<file path="config.mk">
export PLATFORM = sky130hd
export DESIGN_NAME = mem_store
export DESIGN_NICKNAME = d
export VERILOG_FILES = /design/src/rtl/mem_pkg.sv /design/src/rtl/resp_timer.sv /design/src/rtl/mem_store.sv
export SDC_FILE = /design/constraint.sdc
export NUM_CORES = 1
export LEC_CHECK = 0
export ABC_CLOCK_PERIOD_IN_PS = 6000
export CAP_MARGIN = 20
export CORE_AREA = 2 2 160 162
export CTS_BUF_LIST = sky130_fd_sc_hd__clkbuf_8
export DETAILED_ROUTE_END_ITERATION = 7
export DIE_AREA = 0 0 162 164
export PLACE_DENSITY = 0.79
export SYNTH_ARGS = -nofsm -noshare
export SYNTH_HDL_FRONTEND = slang
export SYNTH_SLANG_ARGS = --single-unit
</file>
<file path="constraint.sdc">
create_clock -name clk -period 6 [get_ports clk]
set_clock_uncertainty 0.15 [all_clocks]
set_input_delay 1.2 -clock clk [delete_from_list [all_inputs] [get_ports clk]]
set_output_delay 1.2 -clock clk [all_outputs]
set_load 0.005 [all_outputs]
</file>
<file path="src/rtl/mem_pkg.sv">
// Shared types and widths for the mem_store block.
//   state_t : top-level FSM states
//   req_t   : kind of request latched in IDLE
package mem_pkg;

  localparam int ADR_W = 4;
  localparam int CMD_W = 16;
  localparam int DAT_W = 4;
  localparam int DEPTH = 16;

  typedef enum logic [1:0] {
    IDLE,
    WAIT,
    RESP,
    WR
  } state_t;

  typedef enum logic [1:0] {
    REQ_CMD,
    REQ_DAT,
    REQ_WR
  } req_t;

endpackage

</file>
<file path="src/rtl/resp_timer.sv">
// Response latency timer: a 3-bit down-counter.
//   clk, reset : clock and synchronous active-high reset
//   load       : load load_val (takes priority over counting)
//   load_val   : start value, LATENCY-1
//   done       : high on the last waiting cycle (count == 1)
module resp_timer (
  input  logic       clk,
  input  logic       reset,
  input  logic       load,
  input  logic [2:0] load_val,
  output logic       done
);

  logic [2:0] count;

  // NOTE: sequential state is updated with <= so every flop samples
  // pre-edge values; blocking assignments here would order-depend.
  always_ff @(posedge clk) begin
    if (reset) begin
      count <= 3'd0;
    end else if (load) begin
      count <= load_val;
    end else if (count != 3'd0) begin
      count <= count - 3'd1;
    end
  end

  assign done = (count == 3'd1);

endmodule

</file>
<file path="src/rtl/mem_store.sv">
// Command/operand store with a fixed-latency response.
//   clk, reset           : clock, synchronous active-high reset
//   giveC / giveD        : command-fetch / operand-read request (level)
//   write_data, wr_value : operand-write request and its value
//   ADR_1                : address for every request type
//   load_en/adr/cmd      : command-memory preload port (any state)
//   dv, com, data_t      : one-cycle response strobe and its payload
//   busy                 : FSM is not in IDLE
//   overrun              : a request was seen during WAIT or WR
module mem_store
  import mem_pkg::*;
#(
  parameter int LATENCY = 2,
  parameter int DEPTH   = mem_pkg::DEPTH
) (
  input  logic             clk,
  input  logic             reset,
  input  logic             giveC,
  input  logic             giveD,
  input  logic             write_data,
  input  logic [ADR_W-1:0] ADR_1,
  input  logic [DAT_W-1:0] wr_value,
  input  logic             load_en,
  input  logic [ADR_W-1:0] load_adr,
  input  logic [CMD_W-1:0] load_cmd,
  output logic             dv,
  output logic [CMD_W-1:0] com,
  output logic [DAT_W-1:0] data_t,
  output logic             busy,
  output logic             overrun
);

  localparam logic [2:0] LAT_LOAD = 3'(LATENCY - 1);

  logic [CMD_W-1:0] cmd_mem  [DEPTH];
  logic [DAT_W-1:0] data_mem [DEPTH];

  state_t           state, state_nx;
  req_t             req_type;
  logic [ADR_W-1:0] lat_adr;
  logic [CMD_W-1:0] lat_word;
  logic             timer_load;
  logic             timer_done;
  logic             any_req;

  assign any_req = giveC | giveD | write_data;
  assign busy    = (state != IDLE);

  resp_timer u_timer (
    .clk      (clk),
    .reset    (reset),
    .load     (timer_load),
    .load_val (LAT_LOAD),
    .done     (timer_done)
  );

  // NOTE: every output of this block gets a default first, so no path
  // leaves a signal unassigned and no latch is inferred.
  always_comb begin
    state_nx   = state;
    timer_load = 1'b0;
    case (state)
      IDLE: begin
        if (write_data) begin
          state_nx = WR;
        end else if (giveC || giveD) begin
          timer_load = 1'b1;
          state_nx   = (LATENCY > 1) ? WAIT : RESP;
        end
      end
      WAIT:    if (timer_done) state_nx = RESP;
      WR:      state_nx = RESP;
      RESP:    state_nx = IDLE;
      default: state_nx = IDLE;
    endcase
  end

  // Control and response path. The memory word is captured at the
  // sampling edge so later preloads cannot change an in-flight fetch.
  always_ff @(posedge clk) begin
    if (reset) begin
      state    <= IDLE;
      req_type <= REQ_CMD;
      lat_adr  <= '0;
      lat_word <= '0;
      dv       <= 1'b0;
      com      <= '0;
      data_t   <= '0;
      overrun  <= 1'b0;
    end else begin
      state   <= state_nx;
      dv      <= (state == RESP);
      overrun <= ((state == WAIT) || (state == WR)) && any_req;

      if (state == IDLE) begin
        if (write_data) begin
          req_type <= REQ_WR;
          lat_adr  <= ADR_1;
          lat_word <= {{(CMD_W-DAT_W){1'b0}}, wr_value};
        end else if (giveC) begin
          req_type <= REQ_CMD;
          lat_adr  <= ADR_1;
          lat_word <= cmd_mem[ADR_1];
        end else if (giveD) begin
          req_type <= REQ_DAT;
          lat_adr  <= ADR_1;
          lat_word <= {{(CMD_W-DAT_W){1'b0}}, data_mem[ADR_1]};
        end
      end

      if (state == RESP) begin
        com    <= (req_type == REQ_CMD) ? lat_word : '0;
        data_t <= (req_type == REQ_CMD) ? '0 : lat_word[DAT_W-1:0];
      end
    end
  end

  // NOTE: data_mem is a small flop array that must read back as zero
  // after reset, so it is cleared explicitly; cmd_mem has no reset and
  // keeps its preloaded contents.
  always_ff @(posedge clk) begin
    if (reset) begin
      for (int i = 0; i < DEPTH; i++) data_mem[i] <= '0;
    end else if (state == WR) begin
      data_mem[lat_adr] <= lat_word[DAT_W-1:0];
    end
  end

  // Reset wins over a preload in the same cycle.
  always_ff @(posedge clk) begin
    if (load_en && !reset) cmd_mem[load_adr] <= load_cmd;
  end

endmodule

</file>
# Word-level counts from Yosys, hierarchy flattened
# Memories as Yosys holds them, arrays and structs flattened.
# Cells that the tools add are included.
# totals
regBits,49
memories,2
input_bits,34
output_inout_bits,23
mem_bits_rw,320
wordCells,66
# memory_table
name,depth,width,read_ports,rd_clocked_by_memory_dff,wr,line,text
cmd_mem,16,16,1,0,1,mem_store.sv:35,logic [CMD_W-1:0] cmd_mem [DEPTH];
data_mem,16,4,1,0,16,mem_store.sv:36,logic [DAT_W-1:0] data_mem [DEPTH];
# classes
mux,30
n_reduce_logical,15
n_addsub,1
bitwise,2
n_eq_ne,6
# op_table
cell,count
$mux 16,4
$mux 4,6
$mux 1,13
$mux 2,6
$pmux 2 s4,1
$reduce_bool 3->1,2
$eq 2x2->1 const B,2
$logic_not 2->1,2
$reduce_and 2->1,2
$reduce_bool 2->1,2
$reduce_or 4->1,1
$eq 3x1->1 const B,1
$ne 3x3->1 const B,1
$sub 3x1->3 const B,1
$eq 2x1->1 const B,1
$logic_and 1x1->1,2
$logic_or 1x1->1,2
$ne 2x2->1 const B,1
$or 1x1->1,2
$reduce_or 2->1,1
$logic_not 1->1,1

# Logic depth before layout (Yosys ltp)
# depth
depth_word,6
depth_mapped,9
mapped_depth_nobuf,6

# Modules after synthesis
# A second synthesis with hierarchy kept.
# unflattened
cells_unflattened,873
area_unflattened_um2,14754.2
# by_module_without_submodules
mod,area_each_um2,instances,seq_area_each_um2,cells_each
mem_store,14530.2,1,10530.1,850
resp_timer,224.0,1,60.1,23

# Least setup slack after synthesis
# Ideal clock, no wire load.
# synth_path
kind,input port to flip-flop
start,in reset
end,mem cmd_mem[0][0] (enable)
slack_ns,2.585
setup_ns,0.409
t_arrival_ns,2.855
cell_stages,3
required_ns,5.441
path_buffers,0
path_cell_list,nand2b_1 or3_1 nor3_1
# synth_between
elab_chain_cells,4
# synth_rtl
element,line,text
start: declaration,mem_store.sv:17,"input logic reset,"
$logic_not 1->1,mem_store.sv:131,if (load_en && !reset) cmd_mem[load_adr] <= load_cmd;
$logic_and 1x1->1,mem_store.sv:131,
$mux 1,mem_store.sv:131,
$mux 1 (implied by the code),mem_store.sv:131,
end: declaration,mem_store.sv:35,
# Every way passes these cells.

# Final worst setup path
# layout_path
start,in ADR_1[1]
end,reg lat_word[3]
# layout_between
elab_chain_cells,4
elab_cells_between_ends,5
cone_classes,3 x mux; 2 x memory
# layout_rtl
element,line,text
start: declaration,mem_store.sv:21,"input logic [ADR_W-1:0] ADR_1,"
$mem_v2 16x4,-,
$mux 16,mem_store.sv:104,end else if (giveD) begin
$mux 16 *,mem_store.sv:100,end else if (giveC) begin
$mux 16 *,mem_store.sv:96,if (write_data) begin
end signal: assignment,mem_store.sv:99,"lat_word <= {{(CMD_W-DAT_W){1'b0}}, wr_value};"
end signal: assignment,mem_store.sv:103,lat_word <= cmd_mem[ADR_1];
end signal: assignment,mem_store.sv:107,"lat_word <= {{(CMD_W-DAT_W){1'b0}}, data_mem[ADR_1]};"
end: declaration,mem_store.sv:41,logic [CMD_W-1:0] lat_word;
# Every way passes the cells marked *; elsewhere a longest branch is shown, timed or not. The select of a mux whose other input is x is not followed.
# A chain may end at the register's enable or synchronous reset.

==> flow_summary.toml <==
[grt]
overflow = 0
grt_pass1_vias = 8070
grt_pass1_wl_um = 47200
grt_use_total = 0.241
antenna_found_initial = 0
grt_max_degree = 68

[floorplanning]
core_area_um2 = 24800
initial_core_util = 0.593
die_h_um = 164
row_count = 58
ioPinCount = 57
die_area_um2 = 26600
die_width_um = 162

[clock_network]
clk_pin_slew_worst_paths_ns = 0.06
cts_root_buf = "clkbuf_8"
cts_buffer_depth = 3
cts.sinks = 369
clk_latency_ns = 0.61
cts_buffers = 54
post_cts_resized = 0
htree_num_levels = 2
postCtsSetupBuffers = 0
holdBufCountCts = 0
cts_tree = "built"

[critical_path]
crit_chain = "buf_2 > nor2b_1 > a22o_1 > nor3_1 > a31oi_1 > a311oi_1"
crit_required_ns = 6.29
setup.worst_path.start_class = "input port"
cpMaxStageDelayCell = "nor2b_1"
crit_fanout = 34
worst-endpoint-arrival_ns = 3.57
endpoint_kind = "flop"
critPathMaxStageDelay_ns = 0.92
worstSetupPathType = "input port to flop"

[power_and_ir_drop]
p_comb_frac = 0.079
power.density_nw_per_um2 = 309
power.share.clock = 0.352
vdd_drop_max_v = 0.000176
p_seq_frac = 0.568
p_sw_frac = 0.234
p_leak_nw = 5.67
p_sw_mw = 1.21
intPower_mw = 3.95

[timing]
setup_viol = 0
slew_headroom = 0.246
layout_min_cycle_time_ns = 3.28
period_share = 0.547
tns_ns = 0
worst_slew_pin_slew_ns = 1.13
timing.final.ws_setup_ns = 2.72
grt_setup_unrepaired = "false"
hold_viol = 0
drv_slew = 0
clock.fmax_mhz = 305

[detailed_routing]
ant_nets = 0
finalWirelength_um = 30900
vias = 8018
post_drt_via_cell_ratio = 6.08
drc = 0
drt_iter0_drc = 942
drt_pre_antenna_iters = 5
avgRoutedWirePerCell_um = 23.4

[synth]
synthTopCellsByCount = "edfxtp_1 (320), nor2_1 (67), and2_1 (65), mux4_2 (61), mux2i_1 (51)"
synth.avg_cell_area_um2 = 17.0
async_flop_share = 0
synth_area_leaders = "edfxtp_1 (65%), mux4_2 (9.3%), dfxtp_1 (6.7%), mux2i_1 (3.5%), and2_1 (2.8%)"
synth_seq_area_share = 0.720
synth_top_area_cell = "edfxtp_1"
mappedNetlistNets = 900
synth-main-ff-cell = "edfxtp_1"
synth_cell_type_count = 43
synth.top_cell.area_share = 0.653
syn_inst = 863
synth_edf_count = 320
synth_seq_cells = 369
synth.most_common_cell = "edfxtp_1"
syn-cell-area_um2 = 14700
synth_warnings = 0

[final_layout]
final_layout_size_suffix_gt1_frac = 0.193
antenna_cells = 0
num-nets-final = 985
fin_area_um2 = 16700
syn_to_final_growth_pct = 13.5

[worst_hold_path]
min_path_type = "flop to flop"

[place]
io_buffers = 56
placed_cell_area_um2 = 15600
dp_slack_ns = 2.10
place_hpwl_um = 19100
gp_congestion = 0.840

[job]
max_cap_violations = 0

[run_status]
status = "finished clean"
==> kinds of logic after synthesis <==
kind of cell | count (synthesis) | share of synthesized area
compound gates | 93 | 0.0478
xor+xnor | 1 | 0.000596
fa+ha+maj | 3 | 0.00255
buf+inv | 56 | 0.0184
flops | 369 | 0.720
mux | 114 | 0.131
simple gates | 227 | 0.0800
==> flip-flops by register name (all words and copies together), names as in the netlist <==
signal / cells
cmd_mem: 256
com: 16
data_mem: 64
data_t: 4
dv: 1
lat_adr: 4
lat_word: 16
overrun: 1
req_type: 2
state: 2
u_timer.count: 3
==> final cells by class <==
type | instances | area (um2)
fill | 1620 | 8120
clock buffer | 60 | 826
inverter | 5 | 18.8
sequential | 369 | 10600
timing repair buffer | 80 | 788
tap | 330 | 413
multi-input combinational | 438 | 3900
clock inverter | 37 | 166
==> power by group through the flow <==
stage,clock network [mW],registers [mW],logic (mW)
finish,1.82,2.93,0.410
global route,1.97,2.94,0.447
CTS,1.85,2.93,0.407
detailed placement,0,2.98,0.405
global placement,0,2.98,0.395
floorplan,0,2.93,0.294
==> placed cells by master (no fill, tap or decap), drive strengths merged, types with 3 or more instances in the layout <==
| cell | count |
|---|---|
| a22o | 9 |
| nand2b | 12 |
| a31oi | 4 |
| nand3 | 5 |
| inv | 28 |
| and2 | 65 |
| a22oi | 24 |
| mux2i | 51 |
| clkinv | 14 |
| a21oi | 19 |
| ha | 3 |
| a211oi | 12 |
| a311oi | 4 |
| dfxtp | 49 |
| nor3 | 18 |
| clkbuf | 60 |
| nor2b | 13 |
| mux4 | 62 |
| a32oi | 3 |
| clkdlybuf4s50 | 52 |
| or2 | 16 |
| a32o | 15 |
| edfxtp | 320 |
| buf | 28 |
| nand2 | 22 |
| nor2 | 67 |
| nor4 | 3 |
==> critical path, delay by kind of cell <==
| kind | cells | cell delay (ns) |
|---|---|---|
| and+or+nand+nor | 2 | 0.97 |
| buffers and inverters | 1 | 0.66 |
| AOI/OAI and AO/OA | 3 | 0.70 |
==> final timing paths <==
| check | startpoint | end | slack, ns | depth (start not counted) |
|---|---|---|---|---|
| max reg2reg | state[1] | com[0] | 3.90 | 5 |
| max | ADR_1[1] | lat_word[3] | 2.72 | 6 |
| min | lat_word[11] | lat_word[11] | 0.32 | 1 |
| min reg2reg | lat_word[11] | lat_word[11] | 0.32 | 1 |
==> layer usage <==
layer / GRT usage / share of wire / vias up
met2: 0.410 / 0.51 / 363
li1: - / - / 3556
met5: 0 / 0 / -
met1: 0.310 / 0.38 / 4031
met4: 0.0941 / 0.029 / 0
met3: 0.0457 / 0.076 / 68
==> metrics by stage <==
step / total power, mW / instances / hold WS (ns) / utilization
CTS: 5.19 / 1314 / 0.324 / 0.670
floorplan: 3.23 / 863 / 0.293 / -
detailed placement: 3.39 / 1217 / 0.309 / 0.630
finish: 5.16 / 1319 / 0.319 / 0.673
global placement: 3.37 / 1216 / 0.309 / 0.629
global route: 5.35 / 1319 / 0.350 / 0.673
(Power assumes the default switching activity.)
